**config.mk**
```make
export PLATFORM = sky130hd
export DESIGN_NAME = nasti_stream_writer_flat
export DESIGN_NICKNAME = d
export VERILOG_FILES = /design/src/rtl/nasti_stream_writer_if.sv /design/src/rtl/nasti_stream_writer.sv /design/src/flat_wrapper.sv
export SDC_FILE = /design/constraint.sdc
export NUM_CORES = 1
export LEC_CHECK = 0
export CAP_MARGIN = 5
export CORE_MARGIN = 5
export CORE_UTILIZATION = 41
export CTS_CLUSTER_SIZE = 25
export DETAILED_ROUTE_END_ITERATION = 10
export PLACE_DENSITY = 0.77
export SLEW_MARGIN = 10
export SYNTH_ARGS = -nofsm -noshare
export SYNTH_HDL_FRONTEND = slang
export SYNTH_SLANG_ARGS = --single-unit
export TNS_END_PERCENT = 1
```
**constraint.sdc**
```tcl
create_clock -name aclk -period 4.59 [get_ports aclk]
set_clock_uncertainty 0.2 [all_clocks]
set_input_delay 0.459 -clock aclk [delete_from_list [all_inputs] [get_ports aclk]]
set_output_delay 0.459 -clock aclk [all_outputs]
set_load 0.01 [all_outputs]
```
**src/rtl/nasti_stream_writer_if.sv**
```systemverilog
// NASTI bus bundles used by the stream writer: an AXI-stream style data
// channel and the write/read control side of a NASTI memory port.

interface nasti_stream_channel #(
   parameter int DATA_WIDTH = 64
);
   logic                  t_valid;
   logic                  t_ready;
   logic [DATA_WIDTH-1:0] t_data;
   logic                  t_last;

   modport master (output t_valid, t_data, t_last, input t_ready);
   modport slave  (input t_valid, t_data, t_last, output t_ready);
endinterface

interface nasti_channel #(
   parameter int ADDR_WIDTH = 64,
   parameter int DATA_WIDTH = 64
);
   // write address
   logic [3:0]              aw_id;
   logic [ADDR_WIDTH-1:0]   aw_addr;
   logic [7:0]              aw_len;
   logic [2:0]              aw_size;
   logic [1:0]              aw_burst;
   logic                    aw_lock;
   logic [3:0]              aw_cache;
   logic [2:0]              aw_prot;
   logic                    aw_valid;
   logic                    aw_ready;
   // write data
   logic [DATA_WIDTH-1:0]   w_data;
   logic [DATA_WIDTH/8-1:0] w_strb;
   logic                    w_last;
   logic                    w_user;
   logic                    w_valid;
   logic                    w_ready;
   // write response
   logic [1:0]              b_resp;
   logic                    b_valid;
   logic                    b_ready;
   // read side handshakes (held idle by a write-only master)
   logic                    ar_valid;
   logic                    r_ready;

   modport master (
      output aw_id, aw_addr, aw_len, aw_size, aw_burst, aw_lock, aw_cache, aw_prot, aw_valid,
      output w_data, w_strb, w_last, w_user, w_valid, b_ready, ar_valid, r_ready,
      input  aw_ready, w_ready, b_resp, b_valid
   );
   modport slave (
      input  aw_id, aw_addr, aw_len, aw_size, aw_burst, aw_lock, aw_cache, aw_prot, aw_valid,
      input  w_data, w_strb, w_last, w_user, w_valid, b_ready, ar_valid, r_ready,
      output aw_ready, w_ready, b_resp, b_valid
   );
endinterface

```
**src/rtl/nasti_stream_writer.sv**
```systemverilog
// Stream-to-memory write engine: drains len bytes from a stream and writes
// them to dest as INCR bursts, one burst outstanding at a time.

module nasti_stream_writer #(
   parameter int ADDR_WIDTH       = 64,
   parameter int DATA_WIDTH       = 64,
   parameter int MAX_BURST_LENGTH = 8
) (
   input  logic                  aclk,
   input  logic                  aresetn,
   nasti_stream_channel.slave    src,
   nasti_channel.master          dest,
   input  logic [ADDR_WIDTH-1:0] w_dest,
   input  logic [ADDR_WIDTH-1:0] w_len,
   input  logic                  w_valid,
   output logic                  w_ready,
   output logic                  w_err
);
   localparam int DATA_BYTE_CNT = DATA_WIDTH / 8;
   localparam int ADDR_SHIFT    = $clog2(DATA_BYTE_CNT);
   localparam int CNT_W         = $clog2(MAX_BURST_LENGTH) + 1;
   localparam logic [ADDR_WIDTH-1:0] ADDR_MASK = ADDR_WIDTH'(DATA_BYTE_CNT - 1);
   localparam logic [ADDR_WIDTH-1:0] MAX_BEATS = ADDR_WIDTH'(MAX_BURST_LENGTH);

   localparam logic [1:0] S_IDLE = 2'd0;
   localparam logic [1:0] S_ADDR = 2'd1;
   localparam logic [1:0] S_DATA = 2'd2;
   localparam logic [1:0] S_RESP = 2'd3;

   logic [1:0]            state_q, state_d;
   logic [ADDR_WIDTH-1:0] addr_q, addr_d;
   logic [ADDR_WIDTH-1:0] len_q, len_d;
   logic [CNT_W-1:0]      cnt_q, cnt_d;
   logic                  err_q, err_d;

   logic [ADDR_WIDTH-1:0] len_beats;
   logic [CNT_W-1:0]      beats;
   logic [ADDR_WIDTH-1:0] burst_bytes;
   logic                  in_data;
   logic                  w_hs;
   logic                  unused_t_last;

   // Burst size is clamped at full length width so huge lengths never wrap.
   assign len_beats   = len_q >> ADDR_SHIFT;
   assign beats       = (len_beats > MAX_BEATS) ? CNT_W'(MAX_BURST_LENGTH) : CNT_W'(len_beats);
   assign burst_bytes = ADDR_WIDTH'(beats) << ADDR_SHIFT;
   assign in_data     = (state_q == S_DATA);
   assign w_hs        = in_data && src.t_valid && dest.w_ready;

   // Stream framing comes from the request length only; t_last is ignored.
   assign unused_t_last = src.t_last;

   assign w_ready = (state_q == S_IDLE);
   assign w_err   = err_q;

   assign dest.aw_id    = '0;
   assign dest.aw_addr  = addr_q;
   assign dest.aw_len   = 8'(beats - CNT_W'(1));
   assign dest.aw_size  = 3'(ADDR_SHIFT);
   assign dest.aw_burst = 2'b01;
   assign dest.aw_lock  = 1'b0;
   assign dest.aw_cache = '0;
   assign dest.aw_prot  = '0;
   // A zero-length request parks in ADDR for one cycle without issuing AW.
   assign dest.aw_valid = (state_q == S_ADDR) && (len_q != '0);

   // W is a straight pass-through of the stream while a burst is open.
   assign dest.w_data   = src.t_data;
   assign dest.w_strb   = '1;
   assign dest.w_user   = 1'b0;
   assign dest.w_valid  = in_data && src.t_valid;
   assign dest.w_last   = in_data && (cnt_q == CNT_W'(1));
   assign src.t_ready   = in_data && dest.w_ready;

   assign dest.b_ready  = (state_q == S_RESP);
   assign dest.ar_valid = 1'b0;
   assign dest.r_ready  = 1'b0;

   // Next-state logic: request latch, burst issue, beat count, response.
   always_comb begin
      state_d = state_q;
      addr_d  = addr_q;
      len_d   = len_q;
      cnt_d   = cnt_q;
      err_d   = err_q;
      case (state_q)
         S_IDLE: if (w_valid) begin
            addr_d  = w_dest & ~ADDR_MASK;
            len_d   = w_len & ~ADDR_MASK;
            err_d   = 1'b0;
            state_d = S_ADDR;
         end
         S_ADDR: begin
            if (len_q == '0) begin
               state_d = S_IDLE;
            end else if (dest.aw_ready) begin
               cnt_d   = beats;
               addr_d  = addr_q + burst_bytes;
               len_d   = len_q - burst_bytes;
               state_d = S_DATA;
            end
         end
         S_DATA: if (w_hs) begin
            cnt_d = cnt_q - CNT_W'(1);
            if (cnt_q == CNT_W'(1)) state_d = S_RESP;
         end
         S_RESP: if (dest.b_valid) begin
            if (dest.b_resp != 2'b00) err_d = 1'b1;
            state_d = (len_q == '0) ? S_IDLE : S_ADDR;
         end
         default: state_d = S_IDLE;
      endcase
   end

   // State registers; reset abandons any request in flight.
   always_ff @(posedge aclk or negedge aresetn) begin
      if (!aresetn) begin
         state_q <= S_IDLE;
         addr_q  <= '0;
         len_q   <= '0;
         cnt_q   <= '0;
         err_q   <= 1'b0;
      end else begin
         state_q <= state_d;
         addr_q  <= addr_d;
         len_q   <= len_d;
         cnt_q   <= cnt_d;
         err_q   <= err_d;
      end
   end

   // Requests must be beat aligned; low bits are dropped in hardware.
   assert property (@(posedge aclk) disable iff (!aresetn)
      (w_valid && w_ready) |-> (((w_dest | w_len) & ADDR_MASK) == '0));

endmodule

```
**src/flat_wrapper.sv**
```systemverilog
// flat-port wrapper written by rule: the top's interface ports become plain ports
module nasti_stream_writer_flat 
#(
   parameter int ADDR_WIDTH       = 64,
   parameter int DATA_WIDTH       = 64,
   parameter int MAX_BURST_LENGTH = 8
)
  (aclk, aresetn, w_dest, w_len, w_valid, w_ready, w_err, src_t_valid, src_t_data, src_t_last, src_t_ready, dest_aw_id, dest_aw_addr, dest_aw_len, dest_aw_size, dest_aw_burst, dest_aw_lock, dest_aw_cache, dest_aw_prot, dest_aw_valid, dest_w_data, dest_w_strb, dest_w_last, dest_w_user, dest_w_valid, dest_b_ready, dest_ar_valid, dest_r_ready, dest_aw_ready, dest_w_ready, dest_b_resp, dest_b_valid);
  nasti_stream_channel #(.DATA_WIDTH(DATA_WIDTH)) src_i ();
  nasti_channel #(.ADDR_WIDTH(ADDR_WIDTH), .DATA_WIDTH(DATA_WIDTH)) dest_i ();
  input  logic aclk;
  input  logic aresetn;
  input  logic [ADDR_WIDTH-1:0] w_dest;
  input  logic [ADDR_WIDTH-1:0] w_len;
  input  logic w_valid;
  output logic w_ready;
  output logic w_err;
  input wire logic [$bits(src_i.t_valid)-1:0] src_t_valid;
  input wire logic [$bits(src_i.t_data)-1:0] src_t_data;
  input wire logic [$bits(src_i.t_last)-1:0] src_t_last;
  output wire logic [$bits(src_i.t_ready)-1:0] src_t_ready;
  output wire logic [$bits(dest_i.aw_id)-1:0] dest_aw_id;
  output wire logic [$bits(dest_i.aw_addr)-1:0] dest_aw_addr;
  output wire logic [$bits(dest_i.aw_len)-1:0] dest_aw_len;
  output wire logic [$bits(dest_i.aw_size)-1:0] dest_aw_size;
  output wire logic [$bits(dest_i.aw_burst)-1:0] dest_aw_burst;
  output wire logic [$bits(dest_i.aw_lock)-1:0] dest_aw_lock;
  output wire logic [$bits(dest_i.aw_cache)-1:0] dest_aw_cache;
  output wire logic [$bits(dest_i.aw_prot)-1:0] dest_aw_prot;
  output wire logic [$bits(dest_i.aw_valid)-1:0] dest_aw_valid;
  output wire logic [$bits(dest_i.w_data)-1:0] dest_w_data;
  output wire logic [$bits(dest_i.w_strb)-1:0] dest_w_strb;
  output wire logic [$bits(dest_i.w_last)-1:0] dest_w_last;
  output wire logic [$bits(dest_i.w_user)-1:0] dest_w_user;
  output wire logic [$bits(dest_i.w_valid)-1:0] dest_w_valid;
  output wire logic [$bits(dest_i.b_ready)-1:0] dest_b_ready;
  output wire logic [$bits(dest_i.ar_valid)-1:0] dest_ar_valid;
  output wire logic [$bits(dest_i.r_ready)-1:0] dest_r_ready;
  input wire logic [$bits(dest_i.aw_ready)-1:0] dest_aw_ready;
  input wire logic [$bits(dest_i.w_ready)-1:0] dest_w_ready;
  input wire logic [$bits(dest_i.b_resp)-1:0] dest_b_resp;
  input wire logic [$bits(dest_i.b_valid)-1:0] dest_b_valid;
  assign src_i.t_valid = src_t_valid;
  assign src_i.t_data = src_t_data;
  assign src_i.t_last = src_t_last;
  assign src_t_ready = src_i.t_ready;
  assign dest_aw_id = dest_i.aw_id;
  assign dest_aw_addr = dest_i.aw_addr;
  assign dest_aw_len = dest_i.aw_len;
  assign dest_aw_size = dest_i.aw_size;
  assign dest_aw_burst = dest_i.aw_burst;
  assign dest_aw_lock = dest_i.aw_lock;
  assign dest_aw_cache = dest_i.aw_cache;
  assign dest_aw_prot = dest_i.aw_prot;
  assign dest_aw_valid = dest_i.aw_valid;
  assign dest_w_data = dest_i.w_data;
  assign dest_w_strb = dest_i.w_strb;
  assign dest_w_last = dest_i.w_last;
  assign dest_w_user = dest_i.w_user;
  assign dest_w_valid = dest_i.w_valid;
  assign dest_b_ready = dest_i.b_ready;
  assign dest_ar_valid = dest_i.ar_valid;
  assign dest_r_ready = dest_i.r_ready;
  assign dest_i.aw_ready = dest_aw_ready;
  assign dest_i.w_ready = dest_w_ready;
  assign dest_i.b_resp = dest_b_resp;
  assign dest_i.b_valid = dest_b_valid;
  nasti_stream_writer #(.ADDR_WIDTH(ADDR_WIDTH), .DATA_WIDTH(DATA_WIDTH), .MAX_BURST_LENGTH(MAX_BURST_LENGTH)) u_core (.aclk(aclk), .aresetn(aresetn), .src(src_i), .dest(dest_i), .w_dest(w_dest), .w_len(w_len), .w_valid(w_valid), .w_ready(w_ready), .w_err(w_err));
endmodule
```
==> results.md, run 1 <==
- Core ar.: 0.0227 sq mm
- Footprint of the multi-input gates: 0.00535 sq mm
- Register Area: 0.00323 sq mm
- Final setup margin: 0.243 ns
- Setup-failing EPs final: 0
- DIE AREA: 0.0263 sq mm
- Fin. Hold Viols: 0
- Die Width: 162 um
- Drt first pass iters: 5
- PortBufs: 206
- Fin crit period: 4.35 ns
- Synth Area in Simple Gates: 23.3%
- Worst slew pin tran: 0.974 ns
- Post-Synth Adder-Cell Area: 1.26%
- Synth Instances: 1169
- Worst setup SP type: flop
- Total via count in the routed design: 9811
- Area Overhead vs Synth: 26.9%
- Routed length per placed instance: 20.0 um
- RSZ-0062 raised after global routing: yes
- Final worst path period share: 94.7%
- Total I/O pin count: 373
- Post-Route Setup TNS: 0 ns
- Worst setup EP type: flop
- Cell area after synthesis: 0.00950 sq mm
- Synth warnings: 0
- Dpl ws: -0.0412 ns
- Routed vias/inst: 6.19
- WS Path Type: reg -> reg
- Clock root buffer: clkbuf_16
- Outcome: finished clean
- Total track usage: 23.0%
- CP Data Required Time: 4.66 ns
- Clock Pin Slew Worst Setup and Hold Paths: 0.06 ns
- Post-synth EDFFs: 0
- Initial core utilization: 41.8%
- Pwr Density: 671 mW/mm^2
- Number of global-route vias before repair: 9494
- Worst-path maximum fanout: 5
- Layout cell share with drive strength beyond 1: 8.78%
- Worst hold path type: reg -> reg
- Dpl hpwl: 22000 um
- Antenna violations before repair: 2
- Synth Area in XOR/XNOR: 0.369%
- CTS sink cnt: 129
- Inserted Diodes: 0
- Post-synth ARST share: 100%
- Post-synth cell types: 80
- Placer Congestion: 0.962
- # fillers: 2062
- Max IR drop VDD: 529 uV
- Row cnt: 55
- Post-synthesis compound-gate area fraction: 28.8%
- Total of flip-flops plus latches after synthesis: 129
- CTS tree: yes
- Pins over their slew limit: 0
- MaxCap Viol Count: 0
- Max Clk Rate: 0.230 GHz
- Post-Route Utilization: 53.1%
- Sequential area share after synthesis: 34.0%
- Largest family of logic cells by synthesized area: compound AO/OA/AOI/OAI gates
- Nets@finish: 1497
- Iteration-0 DRC count of the detailed router: 788
- CTS H-tree depth: 4
- Detail Route Antenna Nets: 0
- CTS Buffer Depth: 2
- Tot Pwr: 0.00809 W
- Clock latency on the worst-skew pair: 0.42 ns
- DRC: 0
- Total CTS buffers: 17
- Grt ovf: 0
- Syn Area/Cell: 8.13 sq um
- Arr. time, crit path: 4.42 ns
- Multiplexer share of the synthesized area: 0.316%
- Leakage power: 4.55 nW
- Die Y: 162 um
- Ys flop type: dfrtp_1
- Largest net degree at the start of global routing: 188
- First-pass GRT wire length: 49500 um
- Rel. slew slack: 34.8%
- Routed WL: 31700 um
cell type report:
type | count | share of cell area (%)
Multi-Input combinational cell | 880 | 44.4
Clock buffer | 20 | 3.87
Inverter | 17 | 0.529
Timing Repair Buffer | 241 | 19.8
Clock inverter | 12 | 1.67
Sequential cell | 129 | 26.8
Tap cell | 285 | 2.96
registers in the layout, summed over array words and instances, names as in the netlist:
signal and cells:
u_core.dest.aw_addr 61, u_core.len_q 61, u_core.state_q 2, u_core.w_err 1
u_core.cnt_q 4
layout by cell type, fill, tap and decap left out, types with 18 or more instances in the layout:
cell type        count
nand2_1             97
nor3_1              40
o22a_1              22
o22ai_1             34
clkdlybuf4s50_1    205
o21ai_0             67
and3_1              21
nand3_1             46
conb_1              32
nor4_1              22
dfrtp_1            129
nand4_1             18
nor2_1              89
a21oi_1            123
or3_1               20
buf_4               30
power by group:
group          switching (W)  total, W  internal [W]
clock               0.000543   0.00155       0.00101
combinational        0.00226   0.00406       0.00180
sequential          0.000763   0.00247       0.00171
synth_stat cells (4+ instances only):
cell	instances	area share (%)
buf_2	15	0.79
and2_1	11	0.72
ha_1	8	1.1
o22a_1	22	2.0
o2bb2a_4	6	1.3
a2bb2oi_1	14	1.3
inv_1	17	0.67
nand2b_1	9	0.59
nor3_1	42	2.2
nand3_1	46	2.4
a311oi_1	12	1.1
a31o_2	5	0.46
nor2_1	93	3.7
o22ai_1	37	2.4
or2_2	6	0.40
o21ai_0	67	3.5
dfrtp_1	129	34
a211oi_1	13	1.0
o211ai_1	9	0.71
a22oi_1	12	0.95
and3_1	21	1.4
a31oi_1	17	1.1
nand2_1	98	3.9
o32ai_1	5	0.46
or4_1	8	0.63
a21oi_1	123	6.5
or3_1	20	1.3
and4_1	10	0.92
nand4_1	18	1.2
o2bb2ai_1	4	0.37
nor4_1	24	1.6
a32oi_1	6	0.55
clkbuf_1	50	2.0
a21o_1	7	0.55
a41oi_1	5	0.46
o21a_1	6	0.47
buf_4	101	8.0
cells by family (layout without fill, tap and decap cells):
group,count (synthesis),count (layout)
compound gates,403,403
xor+xnor,4,4
fa+ha+maj,9,9
buf+inv,190,290
flops,129,129
mux,3,3
other cells,2,32
simple gates,429,429
metrics by stage:
stage          hold slack (ns)  area (sq um)  std cells
2_1_floorplan          -0.0366          9610       1199
3_3_place_gp             0.281         11300       1550
3_5_place_dp             0.308         11300       1550
4_1_cts                  0.320         12000       1583
5_1_grt                  0.352         12100       1584
6_report                 0.315         12100       1584
final timing paths:
kind | endpoint | start | slack, ns | cells after the start
max | u_core.dest.aw_addr[37]$_DFFE_PN0P_ | u_core.len_q[10]$_DFFE_PN0P_ | 0.24 | 16
min reg2reg | u_core.len_q[48]$_DFFE_PN0P_ | u_core.len_q[48]$_DFFE_PN0P_ | 0.32 | 2
min | u_core.len_q[48]$_DFFE_PN0P_ | u_core.len_q[48]$_DFFE_PN0P_ | 0.32 | 2
min in group asynchronous | u_core.dest.aw_addr[44]$_DFFE_PN0P_ | aresetn | 0.44 | 2
max in group asynchronous | u_core.w_err$_DFFE_PN0P_ | aresetn | 2.78 | 3
max reg2reg | u_core.dest.aw_addr[37]$_DFFE_PN0P_ | u_core.len_q[10]$_DFFE_PN0P_ | 0.24 | 16
critical path, stage by stage, from the launching register on:
cell,delay (ns)
dfrtp_1,0.40
or4_4,0.60
nor4b_4,0.36
nand4_2,0.16
o21ai_0,0.13
and2_1,0.19
nand2_1,0.13
inv_1,0.08
ha_1,0.18
fa_2,0.22
a21o_1,0.13
a21oi_1,0.14
nor4_2,0.20
buf_4,0.18
or3b_2,0.50
o32ai_1,0.31
a21oi_1,0.10
layer usage:
| metal | up-vias | global-route usage, % | part of all wire, % |
|---|---|---|---|
| met2 | 505 | 36.6 | 47 |
| met1 | 4696 | 29.0 | 40 |
| met4 | 4 | 10.2 | 3.7 |
| met5 | - | 0 | 0.066 |
| li1 | 4515 | - | - |
| met3 | 91 | 6.88 | 9.6 |
timing repair:
action | 4_1_cts | 5_1_grt
setup buffers | 0 | 1
resized for setup | 3 | 13
hold buffers | 1 | 0
pin swaps | 0 | 5
endpoints found under the hold margin | 55 | 0
setup endpoints to repair | 2 | 30
Note: power is estimated with default switching activity, not from simulation.
==> inputs of run 2 (changes only) <==
CORE_UTILIZATION = 48   (was 41)
PLACE_DENSITY = 0.92   (was 0.77)
clock period = 5 ns   (was 4.59 ns; I/O delays follow)
==> run 2 against run 1 <==
Against the previous run:
- highest routed layer is now met4
- critical endpoint is now u_core.dest.aw_addr[36]$_DFFE_PN0P_
- clock-buffer cell count grew 2
- sequential power decreased by 7%
- die area decreased by 14%
- final area decreased by 1.8%
==> results.md, run 2 (synthesized netlist as in run 1, its figures left out) <==
- Worst hold path type: reg -> reg
- Clock Pin Slew Worst Setup and Hold Paths: 0.06 ns (about the same)
- Initial core utilization: 48.8% (+7.0 points)
- P_int: 0.00400 W (-11%)
- Routed vias/inst: 6.49 (+4.8%)
- CTS H-tree depth: 4 (unchanged)
- Worst-path maximum fanout: 6 (+1)
- Switching portion of total power: 45.1% (+0.99 points)
- CP Data Required Time: 5.08 ns (+0.42 ns)
- Rel. slew slack: 32.4% (-2.4 points)
- Row cnt: 51 (-7.3%)
- CTS sink cnt: 129 (unchanged)
- Antenna violations before repair: 0 (-2)
- Detail Route Antenna Nets: 0 (unchanged)
- R2R setup slack: 0.24 ns (about the same)
- Area Overhead vs Synth: 24.6%
- Total via count in the routed design: 10100 (+2.8%)
- Total CTS buffers: 17 (unchanged)
- WS Path Type: reg -> reg
- Dpl hpwl: 21700 um (-1.7%)
- Fin. Hold Viols: 0 (unchanged)
- Pins over their slew limit: 0 (unchanged)
- Placed Instances: 1522 (-1.8%)
- Hold path endpoint: u_core.len_q[62]$_DFFE_PN0P_
- Grt ovf: 0 (unchanged)
- Combinational share of power: 50.6% (+0.4 points)
- Die Width: 151 um (-7.1%)
- Number of global-route vias before repair: 9470 (-0.25%)
- Routed WL: 31400 um (-0.77%)
- Min Hold Slack: 0.324 ns (+0.00863 ns)
- DRC: 0 (unchanged)
- Capturing point of the worst reg2reg path: u_core.dest.aw_addr[36]$_DFFE_PN0P_
- Commonest non-fill, non-tap cells in the layout: 205 x clkdlybuf4s50_1, 129 x dfrtp_1, 123 x a21oi_1
- CTS tree: yes
- Setup-failing EPs final: 0 (unchanged)
- Worst r2r src: u_core.len_q[56]$_DFFE_PN0P_
- Iteration-0 DRC count of the detailed router: 1257 (+60%)
- Core ar.: 0.0195 sq mm (-14%)
- Die Y: 151 um (-7.1%)
- Total I/O pin count: 373 (unchanged)
- Leakage power: 4.47 nW (-1.7%)
- Clock latency on the worst-skew pair: 0.43 ns (about the same)
- Launch point of the worst path: u_core.len_q[56]$_DFFE_PN0P_
- Clock root buffer: clkbuf_16
- Final worst path period share: 95.2% (+0.44 points)
- Total track usage: 26.6% (+3.6 points)
- Largest net degree at the start of global routing: 119 (-37%)
- DP Area: 0.0112 sq mm (-1.1%)
- # fillers: 1604 (-22%)
- Worst Hold Launch: u_core.len_q[62]$_DFFE_PN0P_
- Max IR drop VDD: 373 uV (-30%)
- Layout cell share with drive strength beyond 1: 7.44% (-1.3 points)
- Clock share of power: 17.8% (-1.4 points)
- Drt first pass iters: 6 (+1)
- First-pass GRT wire length: 48700 um (-1.6%)
- Commonest non-fill, non-tap cell in the layout: clkdlybuf4s50_1
- Non-Filler Instances: 1555 (-1.8%)
- Worst setup EP type: flop
- NetSw: 0.00329 W (-7.8%)
- Dpl ws: 0.145 ns (+0.186 ns)
- Max Clk Rate: 0.210 GHz (-8.6%)
- Pwr Density: 616 mW/mm^2 (-8.2%)
- R2R depth: 13 (-3)
- Tot Pwr: 0.00729 W (-9.9%)
- Arr. time, crit path: 4.83 ns (+0.41 ns)
- Final setup margin: 0.242 ns (-0.000318 ns)
- Worst setup SP type: flop
- Worst slew pin tran: 0.988 ns (+0.0135 ns)
- DIE AREA: 0.0227 sq mm (-14%)
- Fin crit period: 4.76 ns (+0.410 ns)
- Outcome: finished clean
- PortBufs: 206 (unchanged)
- Nets@finish: 1488 (-0.60%)
- Post-route cell area: 0.0118 sq mm (-1.8%)
- CTS Buffer Depth: 2 (unchanged)
- MaxCap Viol Count: 0 (unchanged)
- Placer Congestion: 1.00 (+4.1%)
- Routed length per placed instance: 20.2 um (+1.1%)
- Hold depth: 1 (-1)
- Inserted Diodes: 0 (unchanged)
- Sequential Power Share: 31.6% (+1.0 points)
run 2: what timing repair did:
item                                    in CTS  in global routing
hold buffers                                 1                  0
resized for setup                            0                 10
setup buffers                                0                  0
endpoints found under the hold margin       45                  0
endpoints found under the setup margin       0                  8
run 2: critical path: stages (launching register included):
cell	delay, ns
dfrtp_1	0.41
nor4_1	0.58
nand4b_1	0.41
or3_1	0.48
nor2_1	0.27
inv_1	0.17
ha_1	0.39
nand3_1	0.09
o22ai_1	0.31
nand4_1	0.36
nor2_1	0.44
nand4_1	0.23
o22ai_1	0.19
a21oi_1	0.09
run 2: worst max-delay path by stage:
stage	slack, ns	end
final	0.24	u_core.dest.aw_addr[36]$_DFFE_PN0P_
after global routing	-0.03	u_core.dest.aw_addr[61]$_DFFE_PN0P_
after CTS	0.1	u_core.dest.aw_addr[61]$_DFFE_PN0P_
after detailed placement	0.15	u_core.dest.aw_addr[61]$_DFFE_PN0P_
after global placement	0.22	u_core.dest.aw_addr[57]$_DFFE_PN0P_
after floorplan	0.58	u_core.dest.aw_addr[61]$_DFFE_PN0P_
run 2: final cells by class:
class                   instances  area (sq um)  share of cell area, %
inverters                      17          63.8                  0.539
clock buffers                  22           474                   4.01
repair buffers                232          2280                   19.3
multi-input cells             880          5320                   45.0
clock inverters                10           133                   1.12
well taps                     265           332                   2.80
flip-flops and latches        129          3230                   27.3
run 2: metrics by stage:
stage | setup TNS (ns) | util, %
2_1_floorplan | 0 | -
3_3_place_gp | 0 | 57.4
3_5_place_dp | 0 | 57.4
4_1_cts | 0 | 60.5
5_1_grt | -0.0416 | 60.8
6_report | 0 | 60.8
run 2: power groups by stage:
| stage | Combinational [W] | Sequential [W] | Clock, W |
|---|---|---|---|
| final | 0.00369 | 0.00230 | 0.00130 |
| after global routing | 0.00401 | 0.00237 | 0.00136 |
| after CTS | 0.00362 | 0.00225 | 0.00131 |
| after detailed placement | 0.00361 | 0.00225 | 0 |
| after global placement | 0.00347 | 0.00222 | 0 |
| after floorplan | 0.00244 | 0.00215 | 0 |
run 2: per-layer routing:
metal	global-route usage, %	up-vias	part of all wire, %
li1	-	4491	-
met1	33.0	4772	37
met2	43.9	710	47
met3	6.86	117	11
met4	11.7	0	4.1
met5	0	-	0
